--- src/rtl/demux_reg_n_if.sv ---
// Handshake and output bus of the registered 1-to-N demultiplexer.
// The producer/consumer side uses the master modport; the demux itself uses slave.
interface demux_reg_n_if #(
  parameter int DATA_BITS   = 4,
  parameter int NUM_SALIDAS = 4
);
  localparam int SEL_BITS = (NUM_SALIDAS > 1) ? $clog2(NUM_SALIDAS) : 1;

  logic                             enb;
  logic                             valid_entrada;
  logic [DATA_BITS-1:0]             entrada_dmux;
  logic [SEL_BITS-1:0]              selector_dmux;
  logic                             listo_entrada;
  logic [NUM_SALIDAS*DATA_BITS-1:0] salida_dmux;
  logic [NUM_SALIDAS-1:0]           valid_salida;
  logic [NUM_SALIDAS-1:0]           pop_salida;
  logic                             error_sel;
  logic [7:0]                       cuenta_descartes;

  modport master (
    output enb, valid_entrada, entrada_dmux, selector_dmux, pop_salida,
    input  listo_entrada, salida_dmux, valid_salida, error_sel, cuenta_descartes
  );

  modport slave (
    input  enb, valid_entrada, entrada_dmux, selector_dmux, pop_salida,
    output listo_entrada, salida_dmux, valid_salida, error_sel, cuenta_descartes
  );
endinterface

--- src/rtl/demux_reg_n.sv ---
// Registered 1-to-N demultiplexer: one holding slot per channel, valid/ready input,
// per-channel pop, and drop/count of words addressed past the last channel.
module demux_reg_n #(
  parameter int DATA_BITS   = 4,
  parameter int NUM_SALIDAS = 4
) (
  input  logic         clk,
  input  logic         reset,
  demux_reg_n_if.slave bus
);
  localparam int SEL_BITS = (NUM_SALIDAS > 1) ? $clog2(NUM_SALIDAS) : 1;

  logic [DATA_BITS-1:0]   slot_q [NUM_SALIDAS];
  logic [NUM_SALIDAS-1:0] valid_q;
  logic                   error_q;
  logic [7:0]             count_q;

  logic [SEL_BITS-1:0]    sel;
  logic                   sel_ok;
  logic                   ready;
  logic                   drop;
  logic [NUM_SALIDAS-1:0] write_en;
  logic [NUM_SALIDAS-1:0] pop_fire;

  assign sel = bus.selector_dmux;

  // NOTE: every always_comb output gets a default first, so no path leaves it unassigned (no latch).
  always_comb begin
    sel_ok   = int'(sel) < NUM_SALIDAS;
    ready    = 1'b0;
    drop     = 1'b0;
    write_en = '0;
    pop_fire = bus.pop_salida & valid_q;
    if (bus.enb) begin
      // Out-of-range words are always taken so they can be dropped and counted.
      if (!sel_ok) ready = 1'b1;
      else         ready = !valid_q[sel] | bus.pop_salida[sel];
    end
    if (bus.valid_entrada && ready) begin
      if (sel_ok) write_en[sel] = 1'b1;
      else        drop          = 1'b1;
    end
  end

  // NOTE: the slot array is small and its contents are visible on salida_dmux, so it is reset
  // like any other register rather than left as uninitialised storage.
  always_ff @(posedge clk or posedge reset) begin
    if (reset) begin
      for (int i = 0; i < NUM_SALIDAS; i++) slot_q[i] <= '0;
      valid_q <= '0;
      error_q <= 1'b0;
      count_q <= '0;
    end else begin
      // NOTE: non-blocking assignments keep every register update on the same edge order-independent.
      for (int i = 0; i < NUM_SALIDAS; i++) begin
        // A write wins over a same-cycle pop, so a reloaded slot never drops valid.
        if (write_en[i]) begin
          slot_q[i]  <= bus.entrada_dmux;
          valid_q[i] <= 1'b1;
        end else if (pop_fire[i]) begin
          slot_q[i]  <= '0;
          valid_q[i] <= 1'b0;
        end
      end
      error_q <= drop;
      if (drop && count_q != 8'hFF) count_q <= count_q + 8'd1;
    end
  end

  // Popped slots are cleared to zero, so empty channels never show stale data.
  for (genvar g = 0; g < NUM_SALIDAS; g++) begin : g_out
    assign bus.salida_dmux[g*DATA_BITS +: DATA_BITS] = slot_q[g];
  end

  assign bus.listo_entrada    = ready;
  assign bus.valid_salida     = valid_q;
  assign bus.error_sel        = error_q;
  assign bus.cuenta_descartes = count_q;
endmodule

--- src/flat_wrapper.sv ---
// flat-port wrapper written by rule: the top's interface ports become plain ports
module demux_reg_n_flat 
#(
  parameter int DATA_BITS   = 4,
  parameter int NUM_SALIDAS = 4
)
  (clk, reset, bus_enb, bus_valid_entrada, bus_entrada_dmux, bus_selector_dmux, bus_pop_salida, bus_listo_entrada, bus_salida_dmux, bus_valid_salida, bus_error_sel, bus_cuenta_descartes);
  demux_reg_n_if #(.DATA_BITS(DATA_BITS), .NUM_SALIDAS(NUM_SALIDAS)) bus_i ();
  input  logic clk;
  input  logic reset;
  input wire logic [$bits(bus_i.enb)-1:0] bus_enb;
  input wire logic [$bits(bus_i.valid_entrada)-1:0] bus_valid_entrada;
  input wire logic [$bits(bus_i.entrada_dmux)-1:0] bus_entrada_dmux;
  input wire logic [$bits(bus_i.selector_dmux)-1:0] bus_selector_dmux;
  input wire logic [$bits(bus_i.pop_salida)-1:0] bus_pop_salida;
  output wire logic [$bits(bus_i.listo_entrada)-1:0] bus_listo_entrada;
  output wire logic [$bits(bus_i.salida_dmux)-1:0] bus_salida_dmux;
  output wire logic [$bits(bus_i.valid_salida)-1:0] bus_valid_salida;
  output wire logic [$bits(bus_i.error_sel)-1:0] bus_error_sel;
  output wire logic [$bits(bus_i.cuenta_descartes)-1:0] bus_cuenta_descartes;
  assign bus_i.enb = bus_enb;
  assign bus_i.valid_entrada = bus_valid_entrada;
  assign bus_i.entrada_dmux = bus_entrada_dmux;
  assign bus_i.selector_dmux = bus_selector_dmux;
  assign bus_i.pop_salida = bus_pop_salida;
  assign bus_listo_entrada = bus_i.listo_entrada;
  assign bus_salida_dmux = bus_i.salida_dmux;
  assign bus_valid_salida = bus_i.valid_salida;
  assign bus_error_sel = bus_i.error_sel;
  assign bus_cuenta_descartes = bus_i.cuenta_descartes;
  demux_reg_n #(.DATA_BITS(DATA_BITS), .NUM_SALIDAS(NUM_SALIDAS)) u_core (.clk(clk), .reset(reset), .bus(bus_i));
endmodule
--- config.mk ---
export PLATFORM = sky130hd
export DESIGN_NAME = demux_reg_n_flat
export DESIGN_NICKNAME = d
export VERILOG_FILES = /design/src/rtl/demux_reg_n_if.sv /design/src/rtl/demux_reg_n.sv /design/src/flat_wrapper.sv
export SDC_FILE = /design/constraint.sdc
export NUM_CORES = 1
export LEC_CHECK = 0
export CELL_PAD_IN_SITES_DETAIL_PLACEMENT = 0
export CELL_PAD_IN_SITES_GLOBAL_PLACEMENT = 1
export CORE_MARGIN = 3
export CORE_UTILIZATION = 30
export CTS_CLUSTER_DIAMETER = 150
export DETAILED_ROUTE_END_ITERATION = 10
export PLACE_DENSITY = 0.81
export SLEW_MARGIN = 40
export SYNTH_ARGS = -nofsm -noshare
export SYNTH_HDL_FRONTEND = slang
export SYNTH_SLANG_ARGS = --single-unit
--- constraint.sdc ---
create_clock -name clk -period 1.6 [get_ports clk]
set_clock_uncertainty 0.2 [all_clocks]
set_input_delay 0.16 -clock clk [delete_from_list [all_inputs] [get_ports clk]]
set_output_delay 0.16 -clock clk [all_outputs]
set_load 0.02 [all_outputs]
==> results of run 1 <==
[power breakdown]
part           switching [mW]  total (mW)  internal, mW
registers              0.0462       0.634         0.588
logic                   0.257       0.444         0.187
clock network           0.153       0.292         0.139
total                   0.457        1.37         0.913
[cells in the final DEF (no fill, tap or decap)]
cell type,netlist,routed
nand2_1,22,22
dlygate4sd2_1,0,21
dfrtp_1,20,20
mux2i_1,17,17
buf_4,9,17
clkdlybuf4s50_1,0,11
conb_1,1,9
inv_1,5,5
nand2b_1,3,3
clkbuf_4,0,3
nand3_1,2,2
o21ai_0,1,1
nor2b_4,0,1
nand2_2,1,1
nor4b_4,1,1
and3_1,1,1
or2_2,1,1
or4b_4,0,1
or4bb_1,1,1
o311ai_2,0,1
a21oi_1,1,1
nor3b_2,1,1
clkbuf_8,0,1
dlygate4sd3_1,0,1
clkbuf_2,0,1
[area by class of cell]
cell class	instances	area [µm²]
Fill cell	324	1620
Sequential cell	20	500
Timing Repair Buffer	51	437
Multi-Input combinational cell	64	435
Tap cell	44	55.1
Clock buffer	4	36.3
Inverter	5	18.8
[kinds of logic (layout without fill, tap and decap cells)]
family | after synthesis | after routing | synth area share
muxes | 17 | 17 | 0.172
other | 1 | 9 | 0.00379
buffers and inverters | 16 | 60 | 0.104
and+or+nand+nor | 35 | 35 | 0.196
DFF | 20 | 20 | 0.506
AOI/OAI and AO/OA | 3 | 3 | 0.0190
[metrics by stage]
| stage | power [mW] | setup TNS, ns | hold WS, ns |
|---|---|---|---|
| after detailed placement | 1.15 | -3.65 | 0.306 |
| after global routing | 1.45 | -0.295 | 0.176 |
| final | 1.37 | -0.167 | 0.153 |
| after CTS | 1.38 | -0.184 | 0.142 |
| after floorplan | 0.893 | 0 | -0.0762 |
| after global placement | 1.14 | -3.26 | 0.302 |
[registers in the layout (all words and copies together), names as in the netlist]
signal	cells
u_core.bus.salida_dmux	16
u_core.bus.valid_salida	4
[worst max-delay path: stages]
cell             delay [ns]
clkdlybuf4s50_1        0.42
or4bb_1                0.50
o311ai_2               0.10
a21oi_1                0.07
buf_4                  0.16
[per-layer routing]
| layer | part of all wire | vias up | GRT usage |
|---|---|---|---|
| met5 | 0 | - | 0 |
| met4 | 0 | 0 | 0.0323 |
| met3 | 0.061 | 0 | 0.0267 |
| met2 | 0.46 | 29 | 0.196 |
| met1 | 0.48 | 384 | 0.168 |
| li1 | - | 391 | - |
[what timing repair did]
| item | CTS | global route |
|---|---|---|
| hold buffers | 1 | 0 |
| pin swaps | 0 | 1 |
| hold endpoints to repair | 20 | 0 |
| endpoints found under the setup margin | 26 | 6 |
| resized for setup | 29 | 5 |
| buffers inserted | 0 | 1 |
[worst paths after layout]
path | slack (ns) | depth (start not counted) | startpoint | endpoint
max in group asynchronous | 0.46 | 4 | reset | u_core.bus.salida_dmux[13]$_DFFE_PP0P_
min in group asynchronous | 0.53 | 4 | reset | u_core.bus.valid_salida[0]$_DFFE_PP0P_
setup / recovery | -0.17 | 5 | bus_pop_salida[2] | bus_listo_entrada
hold / removal | 0.15 | 3 | bus_selector_dmux[1] | u_core.bus.valid_salida[1]$_DFFE_PP0P_
hold reg to reg | 0.34 | 2 | u_core.bus.salida_dmux[10]$_DFFE_PP0P_ | u_core.bus.salida_dmux[10]$_DFFE_PP0P_
setup reg to reg | 0.03 | 3 | u_core.bus.valid_salida[0]$_DFFE_PP0P_ | u_core.bus.salida_dmux[2]$_DFFE_PP0P_
==> flow_summary.json, run 1 <==
{
  "dp.cells": 182,
  "dpl-instance-area_mm2": 0.00144,
  "worstPathArrival_ns": 1.41,
  "vdd_drop_max_mv": 0.480,
  "status": "finished, violations left",
  "max_cap_viol_count": 0,
  "grt.total_usage": 0.123,
  "cts_root_buf": "clkbuf_4",
  "drive_above_1_share": 0.201,
  "wirelength_um": 2390,
  "ys.flop_type": "dfrtp_1",
  "period_needed_ns": 1.77,
  "slew_violations": 0,
  "die_h_um": 63.4,
  "vias_per_cell": 4.28,
  "synth_seq_area_share": 0.506,
  "die_w_um": 63.4,
  "coreArea_mm2": 0.00310,
  "clk_latency_ns": 0.30,
  "postLayoutCellArea_mm2": 0.00148,
  "cts_sinks": 20,
  "ys_warn_count": 0,
  "yosysMostFrequentCell": "nand2_1",
  "row_count": 20,
  "synth_top_cell_area_share": 0.506,
  "timing.fmax_mhz": 566,
  "grt_pass1_vias": 877,
  "dp_hpwl_um": 1850,
  "fp.dieArea_mm2": 0.00402,
  "critPathLaunchType": "input pin",
  "final_util": 0.478,
  "antenna_left": 0,
  "post-place-ws_ns": -0.609,
  "final_cells": 188,
  "yosysUniqueCellTypes": 21,
  "synth_common_cells": "nand2_1 (22), dfrtp_1 (20), mux2i_1 (17)",
  "cts_buffer_depth": 2,
  "n_antenna_cell": 0,
  "p_leak_nw": 0.816,
  "synthesis.area_um2": 990,
  "routed-via-count": 804,
  "hold_violations": 0,
  "antenna_found_initial": 0,
  "place_congestion": 0.719,
  "start_util": 0.319,
  "end_kind": "output port",
  "setup_ws_ns": -0.167,
  "wl_per_cell_um": 12.7,
  "grt_max_degree": 21,
  "grt_pass1_wl_um": 3950,
  "ys_top_cells_by_area": "dfrtp_1 (51%), mux2i_1 (17%), nand2_1 (8.3%)",
  "drcViolationCount": 0,
  "hold_path_class": "in2reg",
  "violations": "negative setup slack",
  "cp.required_ns": 1.24,
  "rsz0062_at_grt": "yes",
  "synth_top_area_cell": "dfrtp_1",
  "first_pass_iters": 4,
  "ys_ff_latch": 20,
  "cts_max_level": 1,
  "grt.overflow.total": 0,
  "num_io_pins": 44,
  "synth_cells": 92,
  "power_density_mw_per_mm2": 924,
  "setup.worst_path.class": "in2out",
  "cts_tree": "built",
  "area_delta_synth_final_pct": 49.8,
  "cts_buffers": 3,
  "port_buffers": 34,
  "synth-async-reset-ratio": 1.00,
  "drt_iter0_markers": 20,
  "syn_area_per_cell_um2": 10.8,
  "layout.nets": 159,
  "synth_edf_count": 0,
  "fin_crit_sh": 1.10,
  "cp_max_fo": 2,
  "setup_viol": 1,
  "clkTransAtPathRegs_ns": 0.11
}
No activity file was read; power rests on OpenSTA's default activity.
==> run 2, diff against run 1 <==
- CORE_ASPECT_RATIO: unset -> 1.2
- SLEW_MARGIN: 40 -> 0
==> run 2 against run 1 <==
  * The run still ends with negative setup slack left
  * Global-route usage is 0.32 points lower
  * Die area hardly changed
  * Worst setup slack better by 0.027 ns
  * Critical path depth stayed put
  * Utilization down 0.68 points
  * Clock power fell by 22%
  * Sequential share of layout area rose by 0.40 points
  * Clock-buffer cell count down 1
  * Fmax rose by 1.6%
  * Highest routed layer is now met4
==> flow_summary.json, run 2 (synthesis gave the netlist of run 1 again) <==
{
  "area_delta_synth_final_pct": 48.0,
  "wirelength_um": 2300,
  "setup_ws_ns": -0.139,
  "vias_per_cell": 4.39,
  "routed-via-count": 777,
  "timing.rr.end": "u_core.bus.salida_dmux[9]$_DFFE_PP0P_",
  "slew_violations": 0,
  "cts_max_level": 1,
  "holdCritStartpoint": "bus_selector_dmux[1]",
  "power_density_mw_per_mm2": 887,
  "port_buffers": 34,
  "timing.fmax_mhz": 575,
  "layout.nets": 157,
  "coreArea_mm2": 0.00311,
  "drive_above_1_share": 0.184,
  "rsz0062_at_grt": "yes",
  "grt_max_degree": 21,
  "largest_reg_flops": 16,
  "first_pass_iters": 5,
  "antenna_found_initial": 0,
  "violations": "negative setup slack",
  "hold_path_class": "in2reg",
  "cts_buffers": 3,
  "end_kind": "output port",
  "critPathLaunchType": "input pin",
  "reg2reg_depth": 5,
  "row_count": 22,
  "cts_sinks": 20,
  "grt_pass1_wl_um": 3650,
  "holdWs_ns": 0.0640,
  "worstPathCellList": "clkdlybuf4s50_1 -> or4bb_1 -> o311ai_2 -> a21oi_2 -> buf_6",
  "worstPathArrival_ns": 1.38,
  "cp.required_ns": 1.24,
  "fin_crit_sh": 1.09,
  "clkTransAtPathRegs_ns": 0.10,
  "max_stage_delay_ns": 0.50,
  "clk_latency_ns": 0.29,
  "final_cell_mix": "nand2_1 (22), dlygate4sd2_1 (20), dfrtp_1 (20)",
  "critPathCapture": "bus_listo_entrada",
  "antenna_left": 0,
  "setup.worst_path.class": "in2out",
  "die_w_um": 58.4,
  "fp.dieArea_mm2": 0.00403,
  "drt_iter0_markers": 15,
  "r2r_setup_slack_ns": 0.05,
  "vdd_drop_max_mv": 0.438,
  "drcViolationCount": 0,
  "hold_violations": 0,
  "num_io_pins": 44,
  "post-place-ws_ns": -0.640,
  "final_common_cell": "nand2_1",
  "cp_slowest_cell": "or4bb_1",
  "cp_max_fo": 2,
  "max_cap_viol_count": 0,
  "cts_buffer_depth": 2,
  "grt.overflow.total": 0,
  "die_h_um": 68.9,
  "dp_hpwl_um": 1840,
  "n_antenna_cell": 0,
  "crit_start": "bus_pop_salida[2]",
  "setup_viol": 1,
  "grt.total_usage": 0.120,
  "place_congestion": 0.767,
  "period_needed_ns": 1.74,
  "p_leak_nw": 0.829,
  "cts_tree": "built",
  "cts_root_buf": "clkbuf_4",
  "r2r_start": "u_core.bus.valid_salida[2]$_DFFE_PP0P_",
  "status": "finished, violations left",
  "grt_pass1_vias": 803,
  "start_util": 0.318,
  "wl_per_cell_um": 13.0
}
[run 2: cell types whose count changed in the layout (fill, tap and decap cells not counted)]
cell,delta
buf_4,-3
dlymetal6s2s_1,+3
a21oi_1,-1
a21oi_2,+1
buf_6,+1
clkbuf_2,-1
clkbuf_8,-1
clkdlybuf4s50_1,-1
dlygate4sd2_1,-1
[run 2: through the flow]
stage / instance area, µm² / cells / util / TNS [ns] / total power, mW
after floorplan: 1020 / 100 / - / 0 / 0.893
after global placement: 1430 / 173 / 0.459 / -3.31 / 1.13
after detailed placement: 1430 / 173 / 0.459 / -3.91 / 1.15
after CTS: 1440 / 177 / 0.463 / -0.382 / 1.31
after global routing: 1470 / 177 / 0.471 / -0.286 / 1.38
final: 1470 / 177 / 0.471 / -0.139 / 1.30
[run 2: power by group]
part           switching, mW  internal (mW)  total (mW)
sequential            0.0410          0.588       0.629
clock                  0.141         0.0874       0.228
combinational          0.255          0.187       0.442
[run 2: worst min-delay path by stage]
| stage | end | depth (start not counted) |
|---|---|---|
| after floorplan | u_core.bus.salida_dmux[0]$_DFFE_PP0P_ | 1 |
| final | u_core.bus.valid_salida[1]$_DFFE_PP0P_ | 3 |
| after global routing | u_core.bus.valid_salida[1]$_DFFE_PP0P_ | 3 |
| after CTS | u_core.bus.salida_dmux[14]$_DFFE_PP0P_ | 3 |
| after detailed placement | u_core.bus.salida_dmux[13]$_DFFE_PP0P_ | 3 |
| after global placement | u_core.bus.salida_dmux[13]$_DFFE_PP0P_ | 3 |
[run 2: worst max-delay path, delay by kind of cell]
kind / cells / cell delay (ns)
buffers and inverters: 2 / 0.55
and+or+nand+nor: 1 / 0.50
AOI/OAI and AO/OA: 2 / 0.17
[run 2: cell type report]
cell class                 count  area [µm²]
clock buffer                   3        22.5
fill                         316        1650
inverter                       5        18.8
multi-input combinational     64         439
sequential                    20         500
tap                           36        45.0
timing repair buffer          49         439
[run 2: metal layers]
layer,share of wire,vias up,global-route usage
met1,0.41,373,0.148
met2,0.53,21,0.212
li1,-,381,-
met5,0,-,0
met3,0.045,2,0.0149
met4,0.013,0,0.0435
[run 2: what timing repair did]
item / in CTS / in global routing
setup endpoints to repair: 26 / 9
resized for setup: 27 / 8
cloned: 0 / 0
hold buffers: 1 / 0
hold endpoints to repair: 20 / 0
pin swaps: 3 / 2
buffers inserted: 0 / 0
==> run 3, diff against run 2 <==
- CAP_MARGIN: unset -> 40
==> results of run 3 <==
Same layout as run 2: the final DEF is identical, and so are final timing and power.
